`src/rtl/sa_result_drain.sv`:
```
// Buffers whole result vectors from the systolic array and serializes them one 32-bit word per beat.
// Optional SA_DRAIN_STATS_EN adds a 16-bit captured-vector counter on port vcount.
module sa_result_drain #(
    parameter int ROWS  = 8,
    parameter int DEPTH = 4
) (
    input  logic                    clk,
    input  logic                    rstn,
    input  logic [31:0]             routport [0:ROWS-1],
    input  logic [0:ROWS-1]         rvalidport,
    output logic                    outread,
    output logic [31:0]             dout,
    output logic [$clog2(ROWS)-1:0] didx,
    output logic                    dlast,
    output logic                    dvalid,
    input  logic                    dready
`ifdef SA_DRAIN_STATS_EN
    ,
    output logic [15:0]             vcount
`endif
);

    localparam int PW = $clog2(DEPTH);
    localparam int CW = PW + 1;
    localparam int IW = $clog2(ROWS);

    localparam logic [PW-1:0] P_ONE    = PW'(1);
    localparam logic [CW-1:0] C_ONE    = CW'(1);
    localparam logic [CW-1:0] C_DEPTH  = CW'(DEPTH);
    localparam logic [IW-1:0] I_ONE    = IW'(1);
    localparam logic [IW-1:0] I_LAST   = IW'(ROWS - 1);

    logic [31:0]   mem [0:DEPTH-1][0:ROWS-1];
    logic [PW-1:0] wr_ptr;
    logic [PW-1:0] rd_ptr;
    logic [CW-1:0] count;
    logic          capture;
    logic          beat;
    logic          pop;

    // Handshakes: a word moves downstream on any edge where dvalid && dready; a
    // vector moves in from the array on any edge where outread && all rvalidport bits.
    // Outputs are gated with rstn so nothing is offered while reset is asserted.
    assign outread = rstn && (count < C_DEPTH);
    assign dvalid  = rstn && (count != '0);
    assign dlast   = dvalid && (didx == I_LAST);
    assign dout    = mem[rd_ptr][didx];

    assign capture = outread && (&rvalidport);
    assign beat    = dvalid && dready;
    assign pop     = beat && (didx == I_LAST);

    // Storage is not reset; stale contents are unreachable once count is cleared.
    always_ff @(posedge clk) begin
        if (capture) begin
            for (int r = 0; r < ROWS; r++) begin
                mem[wr_ptr][r] <= routport[r];
            end
        end
    end

    always_ff @(posedge clk) begin
        if (!rstn) begin
            wr_ptr <= '0;
            rd_ptr <= '0;
            count  <= '0;
            didx   <= '0;
        end else begin
            if (capture) begin
                wr_ptr <= wr_ptr + P_ONE;
            end
            if (beat) begin
                didx <= pop ? '0 : didx + I_ONE;
            end
            if (pop) begin
                rd_ptr <= rd_ptr + P_ONE;
            end
            case ({capture, pop})
                2'b10:   count <= count + C_ONE;
                2'b01:   count <= count - C_ONE;
                default: count <= count;
            endcase
        end
    end

`ifdef SA_DRAIN_STATS_EN
    always_ff @(posedge clk) begin
        if (!rstn) begin
            vcount <= '0;
        end else if (capture) begin
            vcount <= vcount + 16'd1;
        end
    end
`endif

endmodule

```
`config.mk`:
```
export PLATFORM = sky130hd
export DESIGN_NAME = sa_result_drain
export DESIGN_NICKNAME = d
export VERILOG_FILES = /design/src/rtl/sa_result_drain.sv
export SDC_FILE = /design/constraint.sdc
export NUM_CORES = 1
export LEC_CHECK = 0
export CAP_MARGIN = 20
export CORE_UTILIZATION = 58
export DETAILED_ROUTE_END_ITERATION = 12
export PLACE_DENSITY = 0.85
export SKIP_LAST_GASP = 1
export SYNTH_ARGS = -nofsm -noshare
export SYNTH_HDL_FRONTEND = slang
export SYNTH_SLANG_ARGS = --single-unit
```
`constraint.sdc`:
```
create_clock -name clk -period 11.1 [get_ports clk]
set_input_delay 2.22 -clock clk [delete_from_list [all_inputs] [get_ports clk]]
set_output_delay 2.22 -clock clk [all_outputs]
set_load 0.05 [all_outputs]
```
After elaboration in Yosys (flattened, before gate mapping). Memory sizes are Yosys's and may differ from the RTL's. A register that Yosys moved wholly into a read port is not among the register bits. Index checks and enable logic that the tools add are counted.

$add $sub $neg: 5. Magnitude comparators: 2. Eq/ne operators: 3. Multiplexer cells: 9. Bitwise logic cells: 1. Reduce and logical (&&, ||, !) cells: 9.

Operator list (count): binary-select mux 32 bit (select 3 bit) (1); 2-to-1 mux 32 bit (2); AND reduction 8 bit (1); adder 3 x 1 -> 3 bit (second input constant) (2); logical AND 1 bit (6); one-hot mux 3 bit (2 select lines) (1); adder 2 x 1 -> 2 bit (second input constant) (2); >= comparator 4 bit (second input constant) (1); 2-to-1 mux 2 bit (2); inverter 3 -> 4 bit (1); equality test 3 bit (second input constant) (1); < comparator 3 bit (second input constant) (1); 2-to-1 mux 3 bit (1); nonzero test 3 bit (1); subtractor 3 x 1 -> 3 bit (second input constant) (1); equality test 2 x 1 -> 1 bit (second input constant) (1); equality test 2 bit (second input constant) (1); 2-to-1 mux 1 bit (2); nonzero test 2 bit (1).

Register bits: 10. RAM bits: 1024. Input port bits: 267. Output and inout bits: 38. Logic and storage cells: 34. Memories kept: 1.

Memory list: mem (depth 4, width 256, read ports 1, clocked after memory_dff 1, write ports 1, line 33) `logic [31:0] mem [0:DEPTH-1][0:ROWS-1];`.

Longest topological paths before layout. Gate-level depths: netlist (run 1).

Word-level depth: 6. Mapped depth: 9. Mapped depth without buffers: 9.

Worst setup path after synthesis (run 1). Ideal clock, no wire load.

Path type: in2reg. Start: in rvalidport[1] (netlist name). End: mem mem[0][0] (netlist name) (enable). Library setup time: 0.649 ns. Data arrival time: 8.584 ns. Data required time: 10.451 ns. Slack: 1.866 ns. Stages: 3. Path buffers: 0. Cell sequence: nand4_1 nor4_4 and2_1.

Longest elaborated chain between the ends: 4.

Ends and longest elaborated chain: start: declaration (line 10) `input logic [0:ROWS-1] rvalidport,`; AND reduction 8 bit (line 49) `assign capture = outread && (&rvalidport);`; logical AND 1 bit (line 49); 2-to-1 mux 1 bit (line 55) `if (capture) begin`; 2-to-1 mux 1 bit (implied by the code) (line 57) `mem[wr_ptr][r] <= routport[r];`; end: declaration (line 33).

No other way between the ends.

==> out/summary.log, run 1 <==
INFO  run_status     run_status=completed
INFO  power_and_ir_drop power_leakage=14.41nW
INFO  setup_path     worst-path-max-fanout=137
INFO  global_route   grt_first_pass_wirelength=133300um
INFO  place          postPlaceCellArea=0.04401sqmm
INFO  sta            min_period=7.268ns
INFO  place          dp_hpwl=51390um
INFO  setup_path     setup.worst_path.class=register to primary output
INFO  drt            routedWlPerCell=25.35um
INFO  synthesis      post_synth_edffs=1024
INFO  min_path       min-delay-start=count[1]
INFO  clock_network  cts_setup_buffers=0
INFO  floorplan      design.die.area=0.07055sqmm
INFO  global_route   grt.overflow.total=0
INFO  synthesis      post_synth_instance_area=0.04030sqmm
INFO  clock_network  cts-root-buf=sky130_fd_sc_hd__clkbuf_16
INFO  drt            detail_route.wirelength=90870um
INFO  clock_network  cts.sink_count=1036
INFO  layout         final_layout_size_suffix_gt1_share=7.013%
INFO  global_route   grt_pass1_vias=22.02k
INFO  synthesis      synthesis.nets=2526
INFO  synthesis      synth_area_leaders=sky130_fd_sc_hd__edfxtp_1, sky130_fd_sc_hd__mux2i_1, sky130_fd_sc_hd__a22oi_1, sky130_fd_sc_hd__a22o_1, sky130_fd_sc_hd__a21oi_1
INFO  sta            finalCritPeriodShare=65.48%
INFO  synthesis      synth_seq_area_share=76.89%
INFO  place          numPortBuffers=304
INFO  sta            max-slew-margin-rel=25.26%
INFO  place          gp_congestion=0.7978
INFO  sta            timing.final.hold_violations=0
INFO  clock_network  clk_transition_reported_paths=0.06ns
INFO  synthesis      synth_largest_type_area_fraction=76.30%
INFO  synthesis      syn-instance-count=2251
INFO  floorplan      die_height=265.6um
INFO  sta            setup_total_negative_slack=0ns
INFO  layout         area_delta_synth_final=17.89%
INFO  synthesis      ys_async_sr_fraction=0%
INFO  global_route   grt_start_max_net_pins=161
INFO  drt            dr_total_vias=21.68k
INFO  flow_run       drv.max_cap_violation_count=0
INFO  global_route   grtUsageTotal=25.47%
INFO  synthesis      synthFlopType=sky130_fd_sc_hd__edfxtp_1
INFO  sta            finalSetupViolCount=0
INFO  clock_network  clock_path_buffers=3
INFO  floorplan      coreArea=0.06871sqmm
INFO  clock_network  post_cts_resized=0
INFO  setup_path     setup.worst_path.start_class=register
INFO  sta            worst_pin_slew=1.121ns
INFO  synthesis      avgSynthCellArea=17.90squm
INFO  synthesis      synth.cells.most_frequent=sky130_fd_sc_hd__edfxtp_1, sky130_fd_sc_hd__mux2i_1, sky130_fd_sc_hd__nand2_1
INFO  floorplan      floorplan.initialDensity=58.66%
INFO  synthesis      synth_cell_type_count=34
INFO  clock_network  cts_tree=done
INFO  floorplan      io_pins=305
INFO  layout         final_area=0.04751sqmm
INFO  setup_path     critical_path_required=8.88ns
INFO  layout         final_nets=2828
INFO  power_and_ir_drop vdd_ir_drop_max=118.0uV
INFO  drt            drc_violation_total_after_the_first_tritonroute_iteration=2176
INFO  global_route   initial_antenna_violation_count=24
INFO  power_and_ir_drop total_power=7.980mW
INFO  floorplan      die_w=265.6um
INFO  power_and_ir_drop cellPowerDensity=168.0mW/mm^2
INFO  synthesis      synth.ff_latch_count=1036
INFO  sta            fmaxAchievable=0.1376GHz
INFO  setup_path     crit_arrival=5.05ns
INFO  layout         final_core_util=69.15%
INFO  synthesis      yosysTopAreaCell=sky130_fd_sc_hd__edfxtp_1
INFO  setup_path     critPathCaptureType=primary output
INFO  drt            ant_nets=0
INFO  synthesis      synthMostInstantiatedCell=sky130_fd_sc_hd__edfxtp_1
INFO  min_path       type_of_the_worst_min_delay_path=register to register
INFO  drt            drt_drc_violations_left=0
INFO  floorplan      placement_rows=96
INFO  sta            slew_violations=0
INFO  drt            routed_via_density=6.047
INFO  layout         finalNonFillerCells=3585
INFO  sta            final.setup_skew=0.01108ns
INFO  synthesis      synth_warnings=0
INFO  drt            detail_route.first_pass.iterations=6
INFO  clock_network  clock_insertion_delay_worst_skew=0.63ns
INFO  place          place_inst=3380
INFO  clock_network  ctsHtreeMaxLevel=3
INFO  clock_network  cts-buffers-inserted=102
INFO  setup_path     r2r_start=count[2]
INFO  clock_network  cts.hold.buffers_added=0
INFO  sta            unrepaired_setup_endpoints_after_global_routing=no
==> where the power goes <==
| group | leakage [nW] | switching [mW] | total (mW) | internal (mW) |
|---|---|---|---|---|
| registers | 9.30 | 0.000307 | 4.30 | 4.30 |
| logic | 3.41 | 0.0578 | 0.143 | 0.0848 |
| clock network | 1.70 | 1.41 | 3.54 | 2.14 |
| total | 14.4 | 1.46 | 7.98 | 6.52 |
==> area by class of cell <==
type | instances | area, sq um
antenna | 16 | 40.04
timing repair buffer | 325 | 3301
inverter | 7 | 26.28
tap | 931 | 1165
multi-input combinational | 1081 | 8522
clock buffer | 117 | 2673
clock inverter | 72 | 790.8
sequential | 1036 | 30990
fill | 4259 | 21200
==> cell usage in the layout (no fill, tap or decap), types with 3 or more instances in the layout <==
| cell type | count |
|---|---|
| sky130_fd_sc_hd__nor3_1 | 33 |
| sky130_fd_sc_hd__a22oi_1 | 96 |
| sky130_fd_sc_hd__clkbuf_16 | 105 |
| sky130_fd_sc_hd__clkinv_2 | 23 |
| sky130_fd_sc_hd__a31oi_1 | 32 |
| sky130_fd_sc_hd__clkinvlp_4 | 3 |
| sky130_fd_sc_hd__nand3_1 | 98 |
| sky130_fd_sc_hd__a21oi_1 | 100 |
| sky130_fd_sc_hd__nand2_1 | 101 |
| sky130_fd_sc_hd__clkinv_1 | 27 |
| sky130_fd_sc_hd__mux2i_1 | 513 |
| sky130_fd_sc_hd__buf_4 | 13 |
| sky130_fd_sc_hd__diode_2 | 16 |
| sky130_fd_sc_hd__buf_12 | 8 |
| sky130_fd_sc_hd__and2_4 | 5 |
| sky130_fd_sc_hd__ha_1 | 7 |
| sky130_fd_sc_hd__clkdlybuf4s50_1 | 304 |
| sky130_fd_sc_hd__edfxtp_1 | 1024 |
| sky130_fd_sc_hd__inv_1 | 7 |
| sky130_fd_sc_hd__bufinv_16 | 18 |
| sky130_fd_sc_hd__dfxtp_1 | 11 |
| sky130_fd_sc_hd__a22o_1 | 64 |
| sky130_fd_sc_hd__clkbuf_1 | 12 |
| sky130_fd_sc_hd__nor2_1 | 9 |
==> stage by stage <==
step / hold WS [ns] / setup slack (ns)
floorplan: 0.4460 / 1.866
detailed placement: 0.5221 / 4.567
CTS: 0.5410 / 3.855
global route: 0.5739 / 3.641
global placement: 0.4992 / 4.684
finish: 0.5561 / 3.832
==> sequential cells by signal, indices dropped and copies added, names as in the netlist, named ones only <==
name and flops:
didx 3, mem 1024, count 3, wr_ptr 2, rd_ptr 2
==> path summary, 6_finish.rpt <==
check / end / cells past startpoint / slack [ns]
min reg2reg: count[1] / 2 / 0.56
max: dout[27] / 7 / 3.83
max reg2reg: mem[3][163] / 3 / 8.10
min: count[1] / 2 / 0.56
==> worst max-delay path, cell delays in order (launching register included) <==
cell and delay (ns):
sky130_fd_sc_hd__dfxtp_4 0.81, sky130_fd_sc_hd__buf_12 0.73, sky130_fd_sc_hd__buf_4 0.99, sky130_fd_sc_hd__mux2i_1 0.32, sky130_fd_sc_hd__a22oi_1 0.10, sky130_fd_sc_hd__a31oi_1 0.39
sky130_fd_sc_hd__nand3_1 0.13, sky130_fd_sc_hd__clkdlybuf4s50_1 0.72
==> cells by family (layout without fill, tap and decap cells) <==
kind of cell	count (synthesis)	in the layout	synth area share, %
multiplexers	513	513	12.74
flip-flops	1036	1036	76.89
buffers and inverters	134	521	2.055
other	0	16	0
XOR/XNOR	4	4	0.08694
AO/OA/AOI/OAI	295	295	4.964
AND/OR/NAND/NOR	261	261	2.993
adder cells (fa/ha/maj)	8	8	0.2670
==> metal layers <==
layer	GRT usage [%]	up-vias	wire length [um]
met4	8.310	22	2199
met3	6.175	171	7952
met1	34.12	10940	36350
met5	0	-	151
li1	-	9595	-
met2	41.32	952	44220
Note: power is estimated with default switching activity, not from simulation.
==> inputs of run 2 (changes only) <==
CORE_UTILIZATION = 53   (was 58)
PLACE_DENSITY = 0.82   (was 0.85)
clock period = 6.6 ns   (was 11.1 ns; I/O delays follow)
==> run 2 against run 1 <==
  * First-iteration DRC count decreased by 9.9%
  * Die area increased by 9.4%
  * Worst hold slack got worse by 0.0090 ns
  * Power increased by 65%
  * Combinational power increased by 68%
  * Count of clock-buffer cells in the layout increased by 9
  * Sequential share of layout area decreased by 0.21 points
  * Sequential power increased by 68%
  * Worst setup slack got worse by 2.8 ns
  * Global-route usage decreased by 1.8 points
  * Critical path depth unchanged
  * Design area increased by 0.32%
  * Largest cell class unchanged
==> out/summary.log, run 2 (same netlist as run 1, synthesis figures left out) <==
INFO  drt            dr_total_vias=21.81k [+0.63%]
INFO  layout         reg.largest.list=mem: 1024 flops, count: 3 flops, didx: 3 flops
INFO  global_route   grt_pass1_vias=22.12k [+0.47%]
INFO  layout         layout_commonest_cell=sky130_fd_sc_hd__edfxtp_1
INFO  floorplan      die_w=277.8um [+4.6%]
INFO  layout         final_nets=2849 [+0.74%]
INFO  floorplan      io_pins=305 [unchanged]
INFO  drt            detail_route.first_pass.iterations=6 [unchanged]
INFO  clock_network  ctsHtreeMaxLevel=3 [unchanged]
INFO  layout         top_register=mem
INFO  power_and_ir_drop power.combinational.fraction=1.8% [about the same]
INFO  clock_network  clock_insertion_delay_worst_skew=0.66ns [+0.03 ns]
INFO  global_route   grtUsageTotal=23.62% [-1.8 points]
INFO  power_and_ir_drop cellPowerDensity=275.7mW/mm^2 [+64%]
INFO  setup_path     slowest_stage=sky130_fd_sc_hd__and2_4
INFO  sta            unrepaired_setup_endpoints_after_global_routing=no
INFO  floorplan      placement_rows=100 [+4.2%]
INFO  sta            setup_total_negative_slack=0ns [unchanged]
INFO  power_and_ir_drop switchingPower=2.439mW [+67%]
INFO  setup_path     critical_path.endpoint=dout[29]
INFO  sta            layout_setup_ws=1.043ns [-2.789 ns]
INFO  setup_path     crit_start=didx[0]
INFO  global_route   grt.overflow.total=0 [unchanged]
INFO  global_route   initial_antenna_violation_count=27 [+13%]
INFO  layout         fill_cells=5012 [+18%]
INFO  sta            min_period=5.557ns
INFO  drt            drc_violation_total_after_the_first_tritonroute_iteration=1960 [-9.9%]
INFO  clock_network  post_cts_resized=0 [unchanged]
INFO  power_and_ir_drop netSwitchingFraction=18.56% [+0.21 points]
INFO  sta            timing.final.hold_violations=0 [unchanged]
INFO  setup_path     critPathCaptureType=primary output
INFO  layout         mostFrequentLayoutCells=sky130_fd_sc_hd__edfxtp_1, sky130_fd_sc_hd__mux2i_1, sky130_fd_sc_hd__clkdlybuf4s50_1
INFO  setup_path     regToRegSetupSlack=3.88ns [-4.22 ns]
INFO  power_and_ir_drop intPower=10.70mW [+64%]
INFO  clock_network  cts.sink_count=1036 [unchanged]
INFO  setup_path     cp_num_buf_inv=2 [-1]
INFO  place          numPortBuffers=304 [unchanged]
INFO  global_route   grt_start_max_net_pins=113 [-30%]
INFO  clock_network  cts_tree=done
INFO  setup_path     setup.worst_path.start_class=register
INFO  clock_network  cts_setup_buffers=0 [unchanged]
INFO  layout         largest_reg_flops=1024 [unchanged]
INFO  setup_path     worst-path-stages=7 [unchanged]
INFO  sta            fmaxAchievable=0.1799GHz
INFO  drt            drt_drc_violations_left=0 [unchanged]
INFO  setup_path     crit_arrival=4.24ns [-0.81 ns]
INFO  layout         final_area=0.04766sqmm [+0.32%]
INFO  setup_path     timing.critical_path.max_delay_family=buffers and inverters
INFO  power_and_ir_drop vdd_ir_drop_max=196.7uV [+67%]
INFO  sta            final.setup_skew=0.02510ns [+0.01402 ns]
INFO  sta            worst_pin_slew=1.066ns [-0.05466 ns]
INFO  drt            ant_nets=0 [unchanged]
INFO  sta            max-slew-margin-rel=28.91% [+3.6 points]
INFO  drt            detail_route.wirelength=92500um [+1.8%]
INFO  place          gp_congestion=0.8035 [+0.71%]
INFO  setup_path     reg2reg_to=mem[3][14]
INFO  place          postPlaceCellArea=0.04435sqmm [+0.77%]
INFO  clock_network  clk_transition_reported_paths=0.06ns [about the same]
INFO  setup_path     reg2reg_depth=3 [unchanged]
INFO  drt            routedWlPerCell=25.40um [+0.19%]
INFO  flow_run       drv.max_cap_violation_count=0 [unchanged]
INFO  clock_network  cts-root-buf=sky130_fd_sc_hd__clkbuf_16
INFO  min_path       type_of_the_worst_min_delay_path=register to register
INFO  setup_path     r2r_start=count[2]
INFO  place          place_ws=1.747ns [-2.820 ns]
INFO  clock_network  clock_path_buffers=3 [unchanged]
INFO  power_and_ir_drop share_seq_of_total_power=55.0% [+1.2 points]
INFO  floorplan      die_height=277.8um [+4.6%]
INFO  drt            routed_via_density=5.989 [-0.95%]
INFO  setup_path     critPathMaxStageDelay=0.85ns [-0.14 ns]
INFO  floorplan      design.die.area=0.07715sqmm [+9.4%]
INFO  floorplan      floorplan.initialDensity=53.86% [-4.8 points]
INFO  sta            finalSetupViolCount=0 [unchanged]
INFO  layout         area_delta_synth_final=18.26%
INFO  setup_path     crit_chain=and2_4 -> buf_12 -> a22o_1 -> nor3_1 -> a31oi_1 -> nand3_1 -> clkdlybuf4s50_1
INFO  setup_path     critical_path_required=5.28ns [-3.60 ns]
INFO  sta            finalCritPeriodShare=84.20%
INFO  clock_network  cts.hold.buffers_added=0 [unchanged]
INFO  setup_path     worst-path-max-fanout=65 [-53%]
INFO  run_status     run_status=completed
INFO  place          dp_hpwl=55550um [+8.1%]
INFO  layout         final_layout_size_suffix_gt1_share=7.539% [+0.53 points]
INFO  global_route   grt_first_pass_wirelength=136300um [+2.2%]
INFO  layout         finalNonFillerCells=3642 [+1.6%]
INFO  setup_path     setup.worst_path.class=register to primary output
INFO  place          place_inst=3441 [+1.8%]
INFO  clock_network  cts-buffers-inserted=100 [-2.0%]
INFO  floorplan      coreArea=0.07482sqmm [+8.9%]
INFO  sta            slew_violations=0 [unchanged]
INFO  power_and_ir_drop pwr-share-clk=43.2% [-1.2 points]
INFO  power_and_ir_drop power_leakage=14.45nW [+0.34%]
-- run 2: cell types whose count changed in the layout (fill, tap and decap cells not counted), moves of 3 or more --
cell,delta
sky130_fd_sc_hd__buf_4,+14
sky130_fd_sc_hd__clkbuf_1,+11
sky130_fd_sc_hd__clkinv_1,-11
sky130_fd_sc_hd__buf_12,+8
sky130_fd_sc_hd__bufinv_16,-5
sky130_fd_sc_hd__clkinv_2,-5
sky130_fd_sc_hd__clkbuf_16,-4
sky130_fd_sc_hd__diode_2,+4
sky130_fd_sc_hd__inv_6,+3
-- run 2: layout make-up --
cell class	instances	area [sq um]	area share, %
Sequential cell	1036	30990	65.03
Multi-Input combinational cell	1081	8522	17.88
Timing Repair Buffer	348	3593	7.539
Clock buffer	126	2641	5.542
Tap cell	969	1212	2.544
Clock inverter	55	623.1	1.307
Antenna cell	20	50.05	0.1050
Inverter	7	26.28	0.05513
-- run 2: power groups by stage --
stage          Clock (mW)  Sequential (mW)  Combinational, mW
5_1_grt              5.97             7.22              0.254
3_3_place_gp            0             7.36              0.221
4_1_cts              5.74             7.22              0.239
6_report             5.68             7.23              0.240
3_5_place_dp            0             7.36              0.237
2_1_floorplan           0             7.37            0.00727
-- run 2: how the worst min path moves through the flow --
stage | start | endpoint | slack (ns) | depth (start not counted)
5_1_grt | count[1] | count[1] | 0.58 | 2
3_3_place_gp | count[1] | count[1] | 0.49 | 2
4_1_cts | count[1] | count[1] | 0.55 | 2
6_report | count[1] | count[1] | 0.55 | 2
3_5_place_dp | count[1] | count[1] | 0.53 | 2
2_1_floorplan | rd_ptr[1] | register | 0.45 | 1
-- run 2: metrics by stage --
stage          hold slack, ns  utilization, %  power, mW
5_1_grt                0.5780           63.67      13.45
3_5_place_dp           0.5347           59.27      7.601
3_3_place_gp           0.4915           59.23      7.585
6_report               0.5471           63.70      13.14
2_1_floorplan          0.4460               -      7.376
4_1_cts                0.5477           63.63      13.21
-- run 2: worst register-to-register path, delay by kind of cell, from the launching register on --
kind                   cells  cell delay [ns]
AND/OR/NAND/NOR            2             1.38
flip-flops                 1             0.36
buffers and inverters      1             0.50
-- run 2: layer usage --
layer,part of all wire (%),global-route usage [%],vias up
li1,-,-,9634
met1,41,32.84,11100
met3,8.5,4.733,167
met2,48,37.49,892
met4,2.4,7.933,22
met5,0.16,0,-
